===== src/rtl/reg_wb_arbiter_pkg.sv =====
// ---------------------------------------------------------------------------
// reg_wb_arbiter_pkg
//   Constants shared by the register file, decode and the writeback arbiter,
//   plus the arbiter's state encoding.
//   REG_ADDR_W : register index width (32 registers)
//   XLEN       : register / writeback data width
//   WAIT_W     : width of the req1 starvation counter
//   arb_state_e: NORMAL (req0 has priority), FORCE1 (req1 is forced to win)
// ---------------------------------------------------------------------------
package reg_wb_arbiter_pkg;

    localparam int REG_ADDR_W = 5;
    localparam int XLEN       = 32;
    localparam int WAIT_W     = 4;

    localparam logic [WAIT_W-1:0] WAIT_MAX = '1;

    typedef enum logic {
        NORMAL = 1'b0,
        FORCE1 = 1'b1
    } arb_state_e;

endpackage


===== src/rtl/reg_wb_arbiter_if.sv =====
// ---------------------------------------------------------------------------
// reg_wb_arbiter_if
//   Writeback bus between the execute/memory stages, the arbiter and the
//   register file write port.
//   i_Valid0/i_Rd0/i_Data0/o_Ready0 : req0 (ALU result) handshake
//   i_Valid1/i_Rd1/i_Data1/o_Ready1 : req1 (load data) handshake
//   o_fWE/o_Rd/o_Data               : registered register-file write port
//   o_Starved                       : high while req1 is being forced through
//   Modports: slave = the arbiter, master = the sources / consumer side.
// ---------------------------------------------------------------------------
interface reg_wb_arbiter_if
    import reg_wb_arbiter_pkg::*;
#(
    parameter int DATA_W = XLEN,
    parameter int ADDR_W = REG_ADDR_W
);
    logic              i_Valid0;
    logic [ADDR_W-1:0] i_Rd0;
    logic [DATA_W-1:0] i_Data0;
    logic              o_Ready0;

    logic              i_Valid1;
    logic [ADDR_W-1:0] i_Rd1;
    logic [DATA_W-1:0] i_Data1;
    logic              o_Ready1;

    logic              o_fWE;
    logic [ADDR_W-1:0] o_Rd;
    logic [DATA_W-1:0] o_Data;
    logic              o_Starved;

    modport slave (
        input  i_Valid0, i_Rd0, i_Data0,
        input  i_Valid1, i_Rd1, i_Data1,
        output o_Ready0, o_Ready1,
        output o_fWE, o_Rd, o_Data, o_Starved
    );

    modport master (
        output i_Valid0, i_Rd0, i_Data0,
        output i_Valid1, i_Rd1, i_Data1,
        input  o_Ready0, o_Ready1,
        input  o_fWE, o_Rd, o_Data, o_Starved
    );

endinterface


===== src/rtl/reg_wb_arbiter.sv =====
// ---------------------------------------------------------------------------
// reg_wb_arbiter
//   Shares the register file's single write port between req0 (ALU) and
//   req1 (load). The winner is registered and driven onto o_fWE/o_Rd/o_Data
//   one cycle after acceptance. A saturating wait counter forces req1 to win
//   once it has lost STARVE_LIM consecutive cycles.
//   Ports:
//     i_Clk  : clock, rising edge
//     i_Rst  : asynchronous active-low reset
//     bus    : reg_wb_arbiter_if.slave (both request handshakes, write port,
//              o_Starved which mirrors the FSM state for debug)
//
//   Handshake: a transfer happens in a cycle where valid && ready. A source
//   keeps valid/Rd/Data stable until accepted. Ready is combinational, is
//   never high without its valid, at most one ready is high per cycle, and
//   both readies are low while reset is asserted.
// ---------------------------------------------------------------------------
module reg_wb_arbiter
    import reg_wb_arbiter_pkg::*;
#(
    parameter int DATA_W     = XLEN,
    parameter int ADDR_W     = REG_ADDR_W,
    parameter int STARVE_LIM = 3
) (
    input  logic                   i_Clk,
    input  logic                   i_Rst,
    reg_wb_arbiter_if.slave        bus
);

    arb_state_e        state_q, state_d;
    logic [WAIT_W-1:0] r_Wait, wait_d;
    logic              ready0, ready1;

    logic              fwe_q;
    logic [ADDR_W-1:0] rd_q;
    logic [DATA_W-1:0] data_q;

    // Grant, wait-counter and next-state logic.
    always_comb begin
        ready0  = 1'b0;
        ready1  = 1'b0;
        state_d = state_q;
        wait_d  = r_Wait;

        if (i_Rst) begin
            unique case (state_q)
                NORMAL: begin
                    if (bus.i_Valid0)      ready0 = 1'b1;
                    else if (bus.i_Valid1) ready1 = 1'b1;
                end
                FORCE1: begin
                    if (bus.i_Valid1)      ready1 = 1'b1;
                    else if (bus.i_Valid0) ready0 = 1'b1;
                end
                default: ;
            endcase
        end

        // Counts only cycles where req1 is waiting and losing; saturates.
        if (!bus.i_Valid1 || ready1)
            wait_d = '0;
        else if (r_Wait != WAIT_MAX)
            wait_d = r_Wait + 1'b1;

        unique case (state_q)
            // The forced grant lands in the cycle right after the counter
            // reaches the limit, so compare against the next counter value.
            NORMAL:  if (wait_d >= WAIT_W'(STARVE_LIM)) state_d = FORCE1;
            // req1 is held valid, so the forced state always grants it and
            // lasts one cycle; leaving unconditionally also avoids sticking
            // if a source ever drops valid illegally.
            FORCE1:  state_d = NORMAL;
            default: state_d = NORMAL;
        endcase
    end

    always_ff @(posedge i_Clk or negedge i_Rst) begin
        if (!i_Rst) begin
            state_q <= NORMAL;
            r_Wait  <= '0;
        end else begin
            state_q <= state_d;
            r_Wait  <= wait_d;
        end
    end

    // Write port register. Rd==0 is accepted but never written; Rd/Data
    // still follow the accepted request. With no grant, Rd/Data hold.
    always_ff @(posedge i_Clk or negedge i_Rst) begin
        if (!i_Rst) begin
            fwe_q  <= 1'b0;
            rd_q   <= '0;
            data_q <= '0;
        end else if (ready0) begin
            fwe_q  <= (bus.i_Rd0 != '0);
            rd_q   <= bus.i_Rd0;
            data_q <= bus.i_Data0;
        end else if (ready1) begin
            fwe_q  <= (bus.i_Rd1 != '0);
            rd_q   <= bus.i_Rd1;
            data_q <= bus.i_Data1;
        end else begin
            fwe_q  <= 1'b0;
        end
    end

    assign bus.o_Ready0  = ready0;
    assign bus.o_Ready1  = ready1;
    assign bus.o_fWE     = fwe_q;
    assign bus.o_Rd      = rd_q;
    assign bus.o_Data    = data_q;
    assign bus.o_Starved = (state_q == FORCE1);

endmodule


===== src/flat_wrapper.sv =====
// flat-port wrapper written by rule: the top's interface ports become plain ports
module reg_wb_arbiter_flat import reg_wb_arbiter_pkg::*;
#(
    parameter int DATA_W     = XLEN,
    parameter int ADDR_W     = REG_ADDR_W,
    parameter int STARVE_LIM = 3
)
  (i_Clk, i_Rst, bus_i_Valid0, bus_i_Rd0, bus_i_Data0, bus_i_Valid1, bus_i_Rd1, bus_i_Data1, bus_o_Ready0, bus_o_Ready1, bus_o_fWE, bus_o_Rd, bus_o_Data, bus_o_Starved);
  reg_wb_arbiter_if #(.DATA_W(DATA_W), .ADDR_W(ADDR_W)) bus_i ();
  input  logic i_Clk;
  input  logic i_Rst;
  input wire logic [$bits(bus_i.i_Valid0)-1:0] bus_i_Valid0;
  input wire logic [$bits(bus_i.i_Rd0)-1:0] bus_i_Rd0;
  input wire logic [$bits(bus_i.i_Data0)-1:0] bus_i_Data0;
  input wire logic [$bits(bus_i.i_Valid1)-1:0] bus_i_Valid1;
  input wire logic [$bits(bus_i.i_Rd1)-1:0] bus_i_Rd1;
  input wire logic [$bits(bus_i.i_Data1)-1:0] bus_i_Data1;
  output wire logic [$bits(bus_i.o_Ready0)-1:0] bus_o_Ready0;
  output wire logic [$bits(bus_i.o_Ready1)-1:0] bus_o_Ready1;
  output wire logic [$bits(bus_i.o_fWE)-1:0] bus_o_fWE;
  output wire logic [$bits(bus_i.o_Rd)-1:0] bus_o_Rd;
  output wire logic [$bits(bus_i.o_Data)-1:0] bus_o_Data;
  output wire logic [$bits(bus_i.o_Starved)-1:0] bus_o_Starved;
  assign bus_i.i_Valid0 = bus_i_Valid0;
  assign bus_i.i_Rd0 = bus_i_Rd0;
  assign bus_i.i_Data0 = bus_i_Data0;
  assign bus_i.i_Valid1 = bus_i_Valid1;
  assign bus_i.i_Rd1 = bus_i_Rd1;
  assign bus_i.i_Data1 = bus_i_Data1;
  assign bus_o_Ready0 = bus_i.o_Ready0;
  assign bus_o_Ready1 = bus_i.o_Ready1;
  assign bus_o_fWE = bus_i.o_fWE;
  assign bus_o_Rd = bus_i.o_Rd;
  assign bus_o_Data = bus_i.o_Data;
  assign bus_o_Starved = bus_i.o_Starved;
  reg_wb_arbiter #(.DATA_W(DATA_W), .ADDR_W(ADDR_W), .STARVE_LIM(STARVE_LIM)) u_core (.i_Clk(i_Clk), .i_Rst(i_Rst), .bus(bus_i));
endmodule

===== config.mk =====
export PLATFORM = sky130hd
export DESIGN_NAME = reg_wb_arbiter_flat
export DESIGN_NICKNAME = d
export VERILOG_FILES = /design/src/rtl/reg_wb_arbiter_pkg.sv /design/src/rtl/reg_wb_arbiter_if.sv /design/src/rtl/reg_wb_arbiter.sv /design/src/flat_wrapper.sv
export SDC_FILE = /design/constraint.sdc
export NUM_CORES = 1
export LEC_CHECK = 0
export ABC_AREA = 0
export CORE_AREA = 2 2 79 74
export CTS_BUF_LIST = sky130_fd_sc_hd__clkbuf_4 sky130_fd_sc_hd__clkbuf_8
export DETAILED_ROUTE_END_ITERATION = 6
export DIE_AREA = 0 0 81 76
export GPL_ROUTABILITY_DRIVEN = 0
export PLACE_DENSITY = 0.86
export SKIP_CTS_REPAIR_TIMING = 1
export SLEW_MARGIN = 40
export SYNTH_ARGS = -nofsm -noshare
export SYNTH_HDL_FRONTEND = slang
export SYNTH_SLANG_ARGS = --single-unit

===== constraint.sdc =====
create_clock -name i_Clk -period 3.7 [get_ports i_Clk]
set_input_delay 0.74 -clock i_Clk [delete_from_list [all_inputs] [get_ports i_Clk]]
set_output_delay 0.74 -clock i_Clk [all_outputs]
set_load 0.01 [all_outputs]

==> reports/results.md <==
- **run status** complete, no violations
- **total wire length after detailed routing** 5940 um
- **residual DRC count** 0
- **effective utilization at floorplan** 42.2%
- **cell-by-cell listing of the critical path** clkdlybuf4s50_1 -> and2_4 -> nor2_1 -> clkdlybuf4s50_1
- **share of async-settable or async-resettable flops after synthesis** 100%
- **worst flop-to-flop path startpoint** u_core.bus.o_Starved
- **Die H** 76 um
- **Worst path max stage delay** 560 ps
- **crit path DAT** 2050 ps
- **Inserted Clock Buffers** 5
- **Port Buf Inserts** 118
- **Gate power share** 30.2%
- **num rows** 26
- **minimum clock period after layout** 2790 ps
- **sinks on the clock net** 43
- **capturing element type of the critical path** primary output
- **number of placed I/O pins** 119
- **net switching power** 0.000338 W
- **Die Wd** 81 um
- **per-instance average area after synthesis** 9.23 um2
- **clock group share of total power** 25.8%
- **number of inserted diodes** 0
- **number of register bits inferred by synthesis** 43
- **headroom to the max-slew limit** 56.5%
- **cell family with the largest share of critical-path delay** buffers and inverters
- **clock tree skew after final layout** 6.53 ps
- **cell type with the largest total area after synthesis** sky130_fd_sc_hd__dfrtp_1
- **distinct cell type count after synthesis** 30
- **CTS max path bufs** 2
- **number of warnings printed during yosys synthesis** 0
- **Pre-Repair DR Iteration Count** 4
- **core area** 5400 um2
- **final hold violation count** 0
- **global routing usage summed across all routing layers** 19.3%
- **H-Tree Depth** 2
- **total negative slack for setup checks** 0 ps
- **most common flop cell mapped by yosys** sky130_fd_sc_hd__dfrtp_1
- **share of the clock period used by the worst path after layout** 75.3%
- **area growth from synthesis to final layout** 56.1%
- **number of antenna violations at the first check in global routing** 0
- **remaining number of nets flagged by the antenna check after routing** 0
- **total of endpoints with negative setup slack in the final report** 0
- **Data required, critical path** 2960 ps
- **Iter 0 DRT Violations** 100
- **Avg WL per Cell** 14.0 um
- **min-delay worst type** flip-flop to flip-flop
- **area of all placed cells without fillers** 3560 um2
- **Post-synth EDFFs** 0
- **Synthesized Nets** 326
- **share of total power consumed by net switching** 26.5%
- **worst vdd rail ir drop** 0.183 mV
- **unrepaired setup endpoints after global routing** false
- **cell with the largest stage delay on the worst path** sky130_fd_sc_hd__clkdlybuf4s50_1
- **cell chosen for the clock root** sky130_fd_sc_hd__clkbuf_8
- **Worst Max-Slew Pin Slew** 652 ps
- **Pwr Density** 359 nW/um2
- **startpoint class of the critical path** primary input
- **max-slew violation count** 0
- **Clk pin slew, worst setup/hold paths** 80 ps
- **portion of the post-synthesis area used by sequential elements** 47.2%
- **critical path class** primary input to primary output
- **number of global-route vias before repair** 2014
- **vias per cell** 5.20
- **TritonCTS clock tree** built
- **synthesized area** 2280 um2
- **Worst setup startpoint** bus_i_Valid1
- **Internal Power** 0.000940 W
- **buffer and inverter count on the worst path** 2
- **total placed instance area** 3460 um2
- **synthesized netlist cell count** 247
- **maximum fanout encountered on the critical timing path** 4
- **cells taking the most area after synthesis** sky130_fd_sc_hd__dfrtp_1 (47%), sky130_fd_sc_hd__or3b_1 (14%), sky130_fd_sc_hd__a31oi_1 (10%)
- **most frequent standard cell in the layout excluding fill and tap cells** sky130_fd_sc_hd__clkdlybuf4s50_1
- **max-cap violations** 0
- **die footprint** 6160 um2
- **CP dominant cell by count** sky130_fd_sc_hd__clkdlybuf4s50_1
- **Total Nets Final** 431
- **leftover overflow at the end of global routing** 0
- **hold path startpoint** u_core.bus.o_Starved
- **detailed placer's ending HPWL** 4250 um
- **layout cells sized above 1** 4.82%
- **Reg power frac** 44.0%
- **final core utilization** 65.9%
- **pin count of the biggest net entering global routing** 75
- **most frequent cells in the layout** sky130_fd_sc_hd__clkdlybuf4s50_1 (117), sky130_fd_sc_hd__nor2_1 (44), sky130_fd_sc_hd__dfrtp_1 (43)
- **clock insertion delay at the later pin of the skew report** 280 ps
- **leakage power** 1.38 nW
- **via count** 2198
- **area share of the largest cell type after synthesis** 47.2%
- **timing-limited maximum frequency** 359 MHz
- **first-pass GRT wire length** 9490 um
[metal layers]
metal	global-route usage (%)	up-vias	share of wire (%)
met3	4.62	14	6.3
met1	24.1	997	44
met2	32.9	78	48
li1	-	1109	-
met4	5.59	0	2.4
met5	0	-	0
[kinds of logic after synthesis]
| kind of cell | after synthesis | share of synthesized area [%] |
|---|---|---|
| compound gates | 82 | 20.9 |
| mux | 1 | 0.439 |
| simple gates | 94 | 24.6 |
| buf+inv | 25 | 5.93 |
| xor+xnor | 1 | 0.384 |
| flops | 43 | 47.2 |
| fa+ha+maj | 1 | 0.549 |
[sequential cells by signal (all words and copies together), names as in the netlist]
| register | count |
|---|---|
| u_core.bus.o_fWE | 1 |
| u_core.bus.o_Data | 32 |
| u_core.bus.o_Starved | 1 |
| u_core.bus.o_Rd | 5 |
| u_core.r_Wait | 4 |
[power by group through the flow]
stage          clock, W  combinational, W  sequential [W]
4_1_cts        0.000337          0.000391        0.000563
3_5_place_dp          0          0.000390        0.000572
6_report       0.000330          0.000386        0.000562
2_1_floorplan         0          0.000127        0.000599
3_3_place_gp          0          0.000383        0.000569
5_1_grt        0.000359          0.000422        0.000570
[path summary, 6_finish.rpt]
kind,end,slack [ps],cells past startpoint
setup / recovery,bus_o_Ready0,910,4
hold / removal,u_core.bus.o_Starved,520,1
setup reg to reg,u_core.bus.o_Data[4],2060,4
hold reg to reg,u_core.bus.o_Starved,520,1
max in group asynchronous,u_core.bus.o_Data[14],2700,2
min in group asynchronous,u_core.r_Wait[3],630,2
[synth_stat cells, drive strengths merged (2+ instances only)]
library cell	number
and2	2
o21ai	37
buf	9
clkbuf	15
or3b	37
nand2	4
nor3	3
dfrtp	43
nor2	44
a21oi	2
a31oi	37
[final cells by class]
class	instances	area (um2)
fillers	476	1840
clock buffers	8	104
flip-flops and latches	43	1080
inverters	1	3.75
multi-input cells	179	1070
repair buffers	122	1220
well taps	70	87.6
[through the flow]
stage / setup slack, ps / std cells / total power (W) / hold WS (ps)
finish: 912 / 423 / 0.00128 / 515
global route: 836 / 423 / 0.00135 / 539
CTS: 913 / 423 / 0.00129 / 524
detailed placement: 905 / 415 / 0.000962 / 511
global placement: 966 / 415 / 0.000952 / 489
floorplan: 1730 / 247 / 0.000727 / 444
No activity file was read; power rests on OpenSTA's default activity.
